--- config.mk ---
export PLATFORM = sky130hd
export DESIGN_NAME = div_unit_flat
export DESIGN_NICKNAME = d
export VERILOG_FILES = /design/src/rtl/div_unit_if.sv /design/src/rtl/div_unit.sv /design/src/flat_wrapper.sv
export SDC_FILE = /design/constraint.sdc
export NUM_CORES = 1
export LEC_CHECK = 0
export BUFFER_PORTS_ARGS = -buffer_cell sky130_fd_sc_hd__clkbuf_2
export CORE_MARGIN = 1
export CORE_UTILIZATION = 55
export CTS_CLUSTER_DIAMETER = 120
export CTS_CLUSTER_SIZE = 10
export DETAILED_ROUTE_END_ITERATION = 10
export HOLD_SLACK_MARGIN = 0.15
export PLACE_DENSITY_LB_ADDON = 0.2
export SYNTH_ARGS = -nofsm -noshare
export SYNTH_HDL_FRONTEND = slang
export SYNTH_SLANG_ARGS = --single-unit
export TNS_END_PERCENT = 5
--- constraint.sdc ---
create_clock -name clk -period 8.24 [get_ports clk]
set_input_delay 0 -clock clk [delete_from_list [all_inputs] [get_ports clk]]
set_output_delay 0 -clock clk [all_outputs]
set_load 0.02 [all_outputs]
--- src/rtl/div_unit_if.sv ---
// Request/response bundle between the control path and the iterative divider.
interface div_unit_if #(
  parameter int unsigned WIDTH = 32
);
  logic             start;
  logic             u;
  logic             rem_sel;
  logic [WIDTH-1:0] src1;
  logic [WIDTH-1:0] src2;
  logic             busy;
  logic             done;
  logic [WIDTH-1:0] div_result;

  modport master (
    output start, u, rem_sel, src1, src2,
    input  busy, done, div_result
  );

  modport slave (
    input  start, u, rem_sel, src1, src2,
    output busy, done, div_result
  );
endinterface

--- src/rtl/div_unit.sv ---
// Radix-2 restoring divider for DIV/DIVU/REM/REMU: one quotient bit per clock,
// with divide-by-zero and signed overflow resolved at the start edge.
module div_unit #(
  parameter int unsigned WIDTH = 32
) (
  input  logic       clk,
  input  logic       rst_n,
  div_unit_if.slave  bus
);
  localparam int unsigned CntW = $clog2(WIDTH);
  localparam logic [WIDTH-1:0] MinVal = {1'b1, {(WIDTH-1){1'b0}}};

  typedef enum logic [1:0] {StIdle, StCalc, StDone} state_e;

  state_e           state_q, state_d;
  logic [CntW-1:0]  cnt_q;
  logic [WIDTH-1:0] rem_q, quo_q, dvs_q, result_q;
  logic             rem_sel_q, neg_quo_q, neg_rem_q;

  logic             sgn1, sgn2, div_zero, ovf, special;
  logic [WIDTH-1:0] mag1, mag2, special_res;
  logic [WIDTH:0]   rem_shift, diff;
  logic [WIDTH-1:0] quo_nxt, rem_nxt, quo_fix, rem_fix;

  // Operand decode at the start edge
  always_comb begin
    sgn1        = ~bus.u & bus.src1[WIDTH-1];
    sgn2        = ~bus.u & bus.src2[WIDTH-1];
    mag1        = sgn1 ? -bus.src1 : bus.src1;
    mag2        = sgn2 ? -bus.src2 : bus.src2;
    div_zero    = (bus.src2 == '0);
    ovf         = ~bus.u && (bus.src1 == MinVal) && (bus.src2 == '1);
    special     = div_zero | ovf;
    special_res = div_zero ? (bus.rem_sel ? bus.src1 : '1)
                           : (bus.rem_sel ? '0 : MinVal);
  end

  // One restoring step; the MSB of the (WIDTH+1)-bit difference is its sign
  always_comb begin
    rem_shift = {rem_q, quo_q[WIDTH-1]};
    diff      = rem_shift - {1'b0, dvs_q};
    quo_nxt   = {quo_q[WIDTH-2:0], ~diff[WIDTH]};
    rem_nxt   = diff[WIDTH] ? rem_shift[WIDTH-1:0] : diff[WIDTH-1:0];
    quo_fix   = neg_quo_q ? -quo_nxt : quo_nxt;
    rem_fix   = neg_rem_q ? -rem_nxt : rem_nxt;
  end

  always_ff @(posedge clk or negedge rst_n) begin
    if (!rst_n) begin
      state_q <= StIdle;
    end else begin
      state_q <= state_d;
    end
  end

  always_comb begin
    state_d = state_q;
    case (state_q)
      StIdle: begin
        if (bus.start) begin
          state_d = special ? StDone : StCalc;
        end
      end
      StCalc: begin
        if (cnt_q == '0) begin
          state_d = StDone;
        end
      end
      StDone:  state_d = StIdle;
      default: state_d = StIdle;
    endcase
  end

  always_comb begin
    bus.busy       = (state_q == StCalc);
    bus.done       = (state_q == StDone);
    bus.div_result = result_q;
  end

  always_ff @(posedge clk or negedge rst_n) begin
    if (!rst_n) begin
      cnt_q     <= '0;
      rem_q     <= '0;
      quo_q     <= '0;
      dvs_q     <= '0;
      result_q  <= '0;
      rem_sel_q <= 1'b0;
      neg_quo_q <= 1'b0;
      neg_rem_q <= 1'b0;
    end else begin
      case (state_q)
        StIdle: begin
          if (bus.start) begin
            rem_sel_q <= bus.rem_sel;
            neg_quo_q <= sgn1 ^ sgn2;
            neg_rem_q <= sgn1;
            dvs_q     <= mag2;
            quo_q     <= mag1;
            rem_q     <= '0;
            cnt_q     <= CntW'(WIDTH - 1);
            if (special) begin
              result_q <= special_res;
            end
          end
        end
        StCalc: begin
          rem_q <= rem_nxt;
          quo_q <= quo_nxt;
          cnt_q <= cnt_q - CntW'(1);
          if (cnt_q == '0) begin
            result_q <= rem_sel_q ? rem_fix : quo_fix;
          end
        end
        default: ;
      endcase
    end
  end
endmodule

--- src/flat_wrapper.sv ---
// flat-port wrapper written by rule: the top's interface ports become plain ports
module div_unit_flat 
#(
  parameter int unsigned WIDTH = 32
)
  (clk, rst_n, bus_start, bus_u, bus_rem_sel, bus_src1, bus_src2, bus_busy, bus_done, bus_div_result);
  div_unit_if #(.WIDTH(WIDTH)) bus_i ();
  input  logic clk;
  input  logic rst_n;
  input wire logic [$bits(bus_i.start)-1:0] bus_start;
  input wire logic [$bits(bus_i.u)-1:0] bus_u;
  input wire logic [$bits(bus_i.rem_sel)-1:0] bus_rem_sel;
  input wire logic [$bits(bus_i.src1)-1:0] bus_src1;
  input wire logic [$bits(bus_i.src2)-1:0] bus_src2;
  output wire logic [$bits(bus_i.busy)-1:0] bus_busy;
  output wire logic [$bits(bus_i.done)-1:0] bus_done;
  output wire logic [$bits(bus_i.div_result)-1:0] bus_div_result;
  assign bus_i.start = bus_start;
  assign bus_i.u = bus_u;
  assign bus_i.rem_sel = bus_rem_sel;
  assign bus_i.src1 = bus_src1;
  assign bus_i.src2 = bus_src2;
  assign bus_busy = bus_i.busy;
  assign bus_done = bus_i.done;
  assign bus_div_result = bus_i.div_result;
  div_unit #(.WIDTH(WIDTH)) u_core (.clk(clk), .rst_n(rst_n), .bus(bus_i));
endmodule
## Word-level counts from Yosys, hierarchy flattened

Index checks and enable logic that the tools add are counted.

| storage, ports and cells | value |
|---|---|
| flip-flop bits (word level) | 138 |
| input bits | 69 |
| logic and storage cells | 61 |

| operators by class | value |
|---|---|
| add/subtract/negate cells | 6 |
| equal/unequal tests | 7 |
| mux-type cells | 23 |
| bitwise logic cells | 6 |
| reductions and logical operators | 10 |

Operator list:

| operator | count |
|---|---|
| $mux W32 | 14 |
| $pmux W32 S2 | 3 |
| $neg A32 Y32 | 4 |
| $eq A32 B32 Y1 const B | 2 |
| $sub A33 B32 Y33 | 1 |
| $logic_not A32 Y1 | 1 |
| $pmux W5 S2 | 1 |
| $mux W2 | 3 |
| $reduce_and A2 Y1 | 3 |
| $logic_not A5 Y1 | 1 |
| $mux W5 | 1 |
| $sub A5 B1 Y5 const B | 1 |
| $ne A2 B1 Y1 const B | 2 |
| $pmux W2 S2 | 1 |
| $reduce_and A4 Y1 | 1 |
| $and A1 B1 Y1 | 2 |
| $eq A2 B1 Y1 const B | 1 |
| $eq A2 B2 Y1 const B | 1 |
| $logic_and A1 B1 Y1 | 2 |
| $logic_not A2 Y1 | 1 |
| $ne A2 B2 Y1 const B | 1 |
| $not A1 Y1 | 2 |
| $reduce_bool A2 Y1 | 1 |
| $or A1 B1 Y1 | 1 |
| $xor A1 B1 Y1 | 1 |

## Logic depth before layout (Yosys ltp)

| logic depth | value |
|---|---|
| depth in word-level cells | 7 |
| gate-level depth with buffers | 25 |

## Worst setup path after synthesis

No wires, ideal clock.

| timing path | value |
|---|---|
| path kind | reg-to-reg |
| start | register u_core.quo_q[31] |
| end | register u_core.result_q[20] (netlist: u_core.bus.div_result[20]) |
| library setup time | 0.130 ns |
| arrival | 5.201 ns |
| required time | 8.110 ns |
| slack | 2.909 ns |
| cell stages (with the launch flop) | 25 |
| path buffers | 3 |
| clock period less this slack | 5.331 ns |
| path through | dfrtp_1 inv_1 ha_1 fa_1 nand2b_1 a21oi_2 o21ai_1 a211oi_2 o21a_1 nor2_2 clkinv_1 buf_2 buf_2 buf_2 nor2_1 a21oi_1 ha_1 inv_1 or4_1 or4_1 o41a_1 o41ai_2 xor2_1 a21oi_1 o21ai_1 |

| between the ends | value |
|---|---|
| word-level cells in the longest chain between the ends | 7 |
| elaborated cells on any way between the ends | 10 |

Ends and longest elaborated chain:

| item | RTL line | text |
|---|---|---|
| from (decl) | div_unit.sv:17 | `logic [WIDTH-1:0] rem_q, quo_q, dvs_q, result_q;` |
| from (signal assigned) | div_unit.sv:98 | `quo_q <= mag1;` |
| from (signal assigned) | div_unit.sv:108 | `quo_q <= quo_nxt;` |
| $sub A33 B32 Y33 | div_unit.sv:41 | `diff = rem_shift - {1'b0, dvs_q};` |
| $mux W32 or $not A1 Y1 (tied branches) | div_unit.sv:43, div_unit.sv:42 |  |
| $neg A32 Y32 (on tied branches) | div_unit.sv:45, div_unit.sv:44 |  |
| $mux W32 (on tied branches) | div_unit.sv:45, div_unit.sv:44 |  |
| $mux W32 * | div_unit.sv:111 | `result_q <= rem_sel_q ? rem_fix : quo_fix;` |
| $mux W32 * | div_unit.sv:110 | `if (cnt_q == '0) begin` |
| $pmux W32 S2 * | div_unit.sv:91 | `case (state_q)` |
| to (signal assigned) | div_unit.sv:102 | `result_q <= special_res;` |
| to (signal assigned) | div_unit.sv:111 |  |
| to (decl) | div_unit.sv:17 |  |

Every way passes the cells marked *; elsewhere a longest branch is shown, timed or not. The select of a mux whose other input is x is not followed.
A chain may end at the register's enable or synchronous reset.

## Worst setup path after layout

| timing path | value |
|---|---|
| start | register u_core.quo_q[31] |
| end | register u_core.result_q[30] (netlist: u_core.bus.div_result[30]) |

Same word-level chain as after synthesis.

==> results by group <==
Run status
  • Status: completed

Clocking
  • CTS root buf: clkbuf_16
  • Reg clk slew, reported paths: 70 ps
  • CTS H-tree lvls: 4
  • CTS buffer count: 17
  • Clock Sinks: 138
  • Clk buf depth: 2
  • Setup bufs post-CTS: 0
  • Latest clock arrival within the worst-skew pair: 440 ps
  • CTS tree: done

Yosys
  • Post-Syn Area per Cell: 7.875 um^2
  • Syn Nets: 1568
  • Seq/Total Area, Yosys: 30.06%
  • Post-synth ARST share: 100.0%
  • Commonest register cell after synthesis: dfrtp_1
  • Cell Area, Synth: 11490 um^2
  • Cells after Synth: 1459
  • Post-synth EDFFs: 0
  • Seq cells post-synth: 138
  • YS warnings: 0
  • Post-synth cell types: 86

Floorplanning
  • Initial core utilization: 56.42%
  • Die area: 21470 um^2
  • Ports: 103
  • Core box area: 20360 um^2
  • Chip height: 146.5 um
  • Die X: 146.5 um
  • Num rows: 52

Detailed routing
  • Routed WL: 39740 um
  • Remaining antenna violation count: 0
  • Residual DRC: 0
  • DR vias/cell: 6.519
  • WL/cell: 20.95 um
  • Vias: 12370
  • Initial DRT Pass Iterations: 6
  • DRT iter0 DRCs: 1327

Power
  • PwrDens: 472.8 nW/um^2
  • Pleak: 5.694 nW
  • Max IR drop VDD: 0.2771 mV

Timing
  • # setup viols final: 0
  • Max frequency: 0.1613 GHz
  • RSZ-0062 raised after global routing: false
  • Pins Over Slew Limit: 0
  • Post-route minimum period: 6198 ps
  • Setup_tns: 0 ps
  • Skew final: 13.95 ps
  • Crit share post-route: 75.22%
  • Final hold violations: 0
  • Slew headroom: 30.70%
  • Tightest Pin Transition: 1030 ps

Cells and area
  • Net count, final: 1723
  • Ant. Diodes: 0
  • P&R area growth vs syn: 20.04%
  • Share of cells above drive strength 1: 11.00%
  • Final Cell Area: 13790 um^2

Global routing
  • Vias in the first global route: 11520
  • Total Routing Usage GR: 37.14%
  • Remaining global-route overflow: 0
  • Initial antenna violation count: 2
  • First-pass GRT wire length: 62000 um
  • Largest net degree at the start of global routing: 84

Run
  • Number of max-cap violations: 0

Critical path
  • Max FO, Critical Path: 32
  • Crit path launch type: flip-flop
  • Arrival @ worst endpoint: 6510 ps
  • Critical path capture point type: flip-flop
  • CP required: 8560 ps
  • Crit Path Class: reg -> reg

Placement
  • Port Buffers: 102
  • Detailed placer's ending HPWL: 27860 um
  • Final weighted congestion in routability-driven placement: 0.9243
  • Post-DP Area: 12160 um^2

Worst hold path
  • Hold/Removal Path Class: in -> async
==> final timing paths <==
path,start,slack (ps),endpoint,cells past startpoint
max,u_core.quo_q[31],2040,u_core.bus.div_result[30],22
max reg2reg,u_core.quo_q[31],2040,u_core.bus.div_result[30],22
min in group clk,bus_start,280,u_core.quo_q[5],4
min,rst_n,160,u_core.dvs_q[23],2
max in group asynchronous,rst_n,6750,u_core.rem_q[2],3
min reg2reg,u_core.cnt_q[4],480,u_core.cnt_q[4],1
==> cell type report <==
| class | instances | area [um^2] |
|---|---|---|
| Timing Repair Buffer | 221 | 1668 |
| Multi-Input combinational cell | 1181 | 7526 |
| Fill cell | 1663 | 6573 |
| Clock inverter | 13 | 157.7 |
| Inverter | 55 | 206.4 |
| Clock buffer | 19 | 442.9 |
| Tap cell | 270 | 337.8 |
| Sequential cell | 138 | 3453 |
==> stage by stage <==
step	utilization (%)	cells	hold slack, ps	total power [mW]	setup slack [ps]
global placement	59.71	1762	119.2	5.432	2404
floorplan	-	1459	-295.6	4.336	2909
CTS	67.73	1897	227.4	6.390	2155
detailed placement	59.71	1762	128.9	5.498	2183
finish	67.73	1897	164.6	6.521	2042
global route	67.73	1897	261.1	6.935	1715
==> flip-flops by register name (all words and copies together) (netlist names) <==
name	cells
u_core.dvs_q	32
u_core.cnt_q	5
u_core.state_q	2
u_core.neg_rem_q	1
u_core.rem_sel_q	1
u_core.quo_q	32
u_core.rem_q	32
u_core.neg_quo_q	1
u_core.bus.div_result	32
==> power breakdown <==
group	internal, mW	leakage [nW]	total (mW)	switching [mW]
Combinational	1.57	3.66	4.42	2.85
Clock	0.463	0.292	0.807	0.344
Sequential	0.957	1.74	1.30	0.340
Total	2.99	5.69	6.52	3.53
==> critical path, stage by stage (launching register included) <==
cell       delay (ps)
dfrtp_1           390
inv_1              80
ha_1              210
fa_1              410
nand2b_1          190
a21oi_2           310
o21ai_1           190
a211oi_2          340
o21a_1            630
nor2_4             80
clkinv_1           60
buf_4             310
nor2_1             70
a21oi_1           240
ha_1              230
inv_1              80
or4_1             580
or4_1             450
o41a_1            440
a2111oi_4         360
a31oi_1           160
xnor2_1           160
o21ai_1            70
==> cells in the mapped netlist, types with 9 or more instances <==
library cell	instances	area share, %
o211ai_1	10	0.65
o21a_1	9	0.59
ha_1	39	4.2
mux2i_1	28	2.4
dfrtp_1	138	30
inv_1	51	1.7
xnor2_1	71	5.4
o31ai_1	28	1.8
and2_1	10	0.54
buf_2	13	0.57
a21oi_1	94	4.1
o21ai_0	190	8.3
a22oi_1	30	2.0
o22ai_1	19	1.0
or3_1	18	0.98
nand4_1	18	0.98
nor2_1	93	3.0
clkbuf_1	64	2.1
a21o_1	13	0.85
nand2_1	165	5.4
nor4_1	22	1.2
a221oi_1	10	0.76
nor3_1	42	1.8
xor2_1	58	4.4
or4_1	15	0.98
a31oi_1	17	0.93
nand3_1	20	0.87
nand2b_1	12	0.65
o21ai_1	20	0.87
==> routing by layer <==
metal / GRT usage, % / up-vias / part of all wire [%]
li1: - / 5679 / -
met2: 57.45 / 769 / 44
met3: 9.938 / 157 / 10
met5: 0 / - / 0.068
met1: 49.19 / 5757 / 41
met4: 15.10 / 4 / 4.1
==> logic make-up after synthesis <==
kind of cell,synth area share [%]
buf+inv,4.813
fa+ha+maj,4.421
compound gates,28.90
simple gates,19.10
flops,30.06
mux,2.733
xor+xnor,9.975
==> cells in the final DEF (no fill, tap or decap), types with 9 or more instances in the layout <==
cell and instances:
dlygate4sd3_1 103, o21ai_0 190, o211ai_1 10, nor3_1 41, o21ai_1 18, or4_1 15, mux2i_1 28, nor2_1 93
xnor2_1 71, nand4_1 18, a31oi_1 17, o21a_1 9, a21o_1 13, clkbuf_2 101, a221oi_1 10, nand2b_1 12
xor2_1 58, and2_1 10, buf_4 16, nand2_1 165, clkbuf_16 17, o22ai_1 19, nand3_1 19, a21oi_1 94
a22oi_1 30, nor4_1 22, ha_1 39, dfrtp_1 138, inv_1 51, or3_1 18, o31ai_1 28
==> timing repair <==
item | CTS | global route
hold buffers | 103 | 0
gates resized for setup | 0 | 0
endpoints found under the hold margin | 173 | 0
Note: power is estimated with default switching activity, not from simulation.
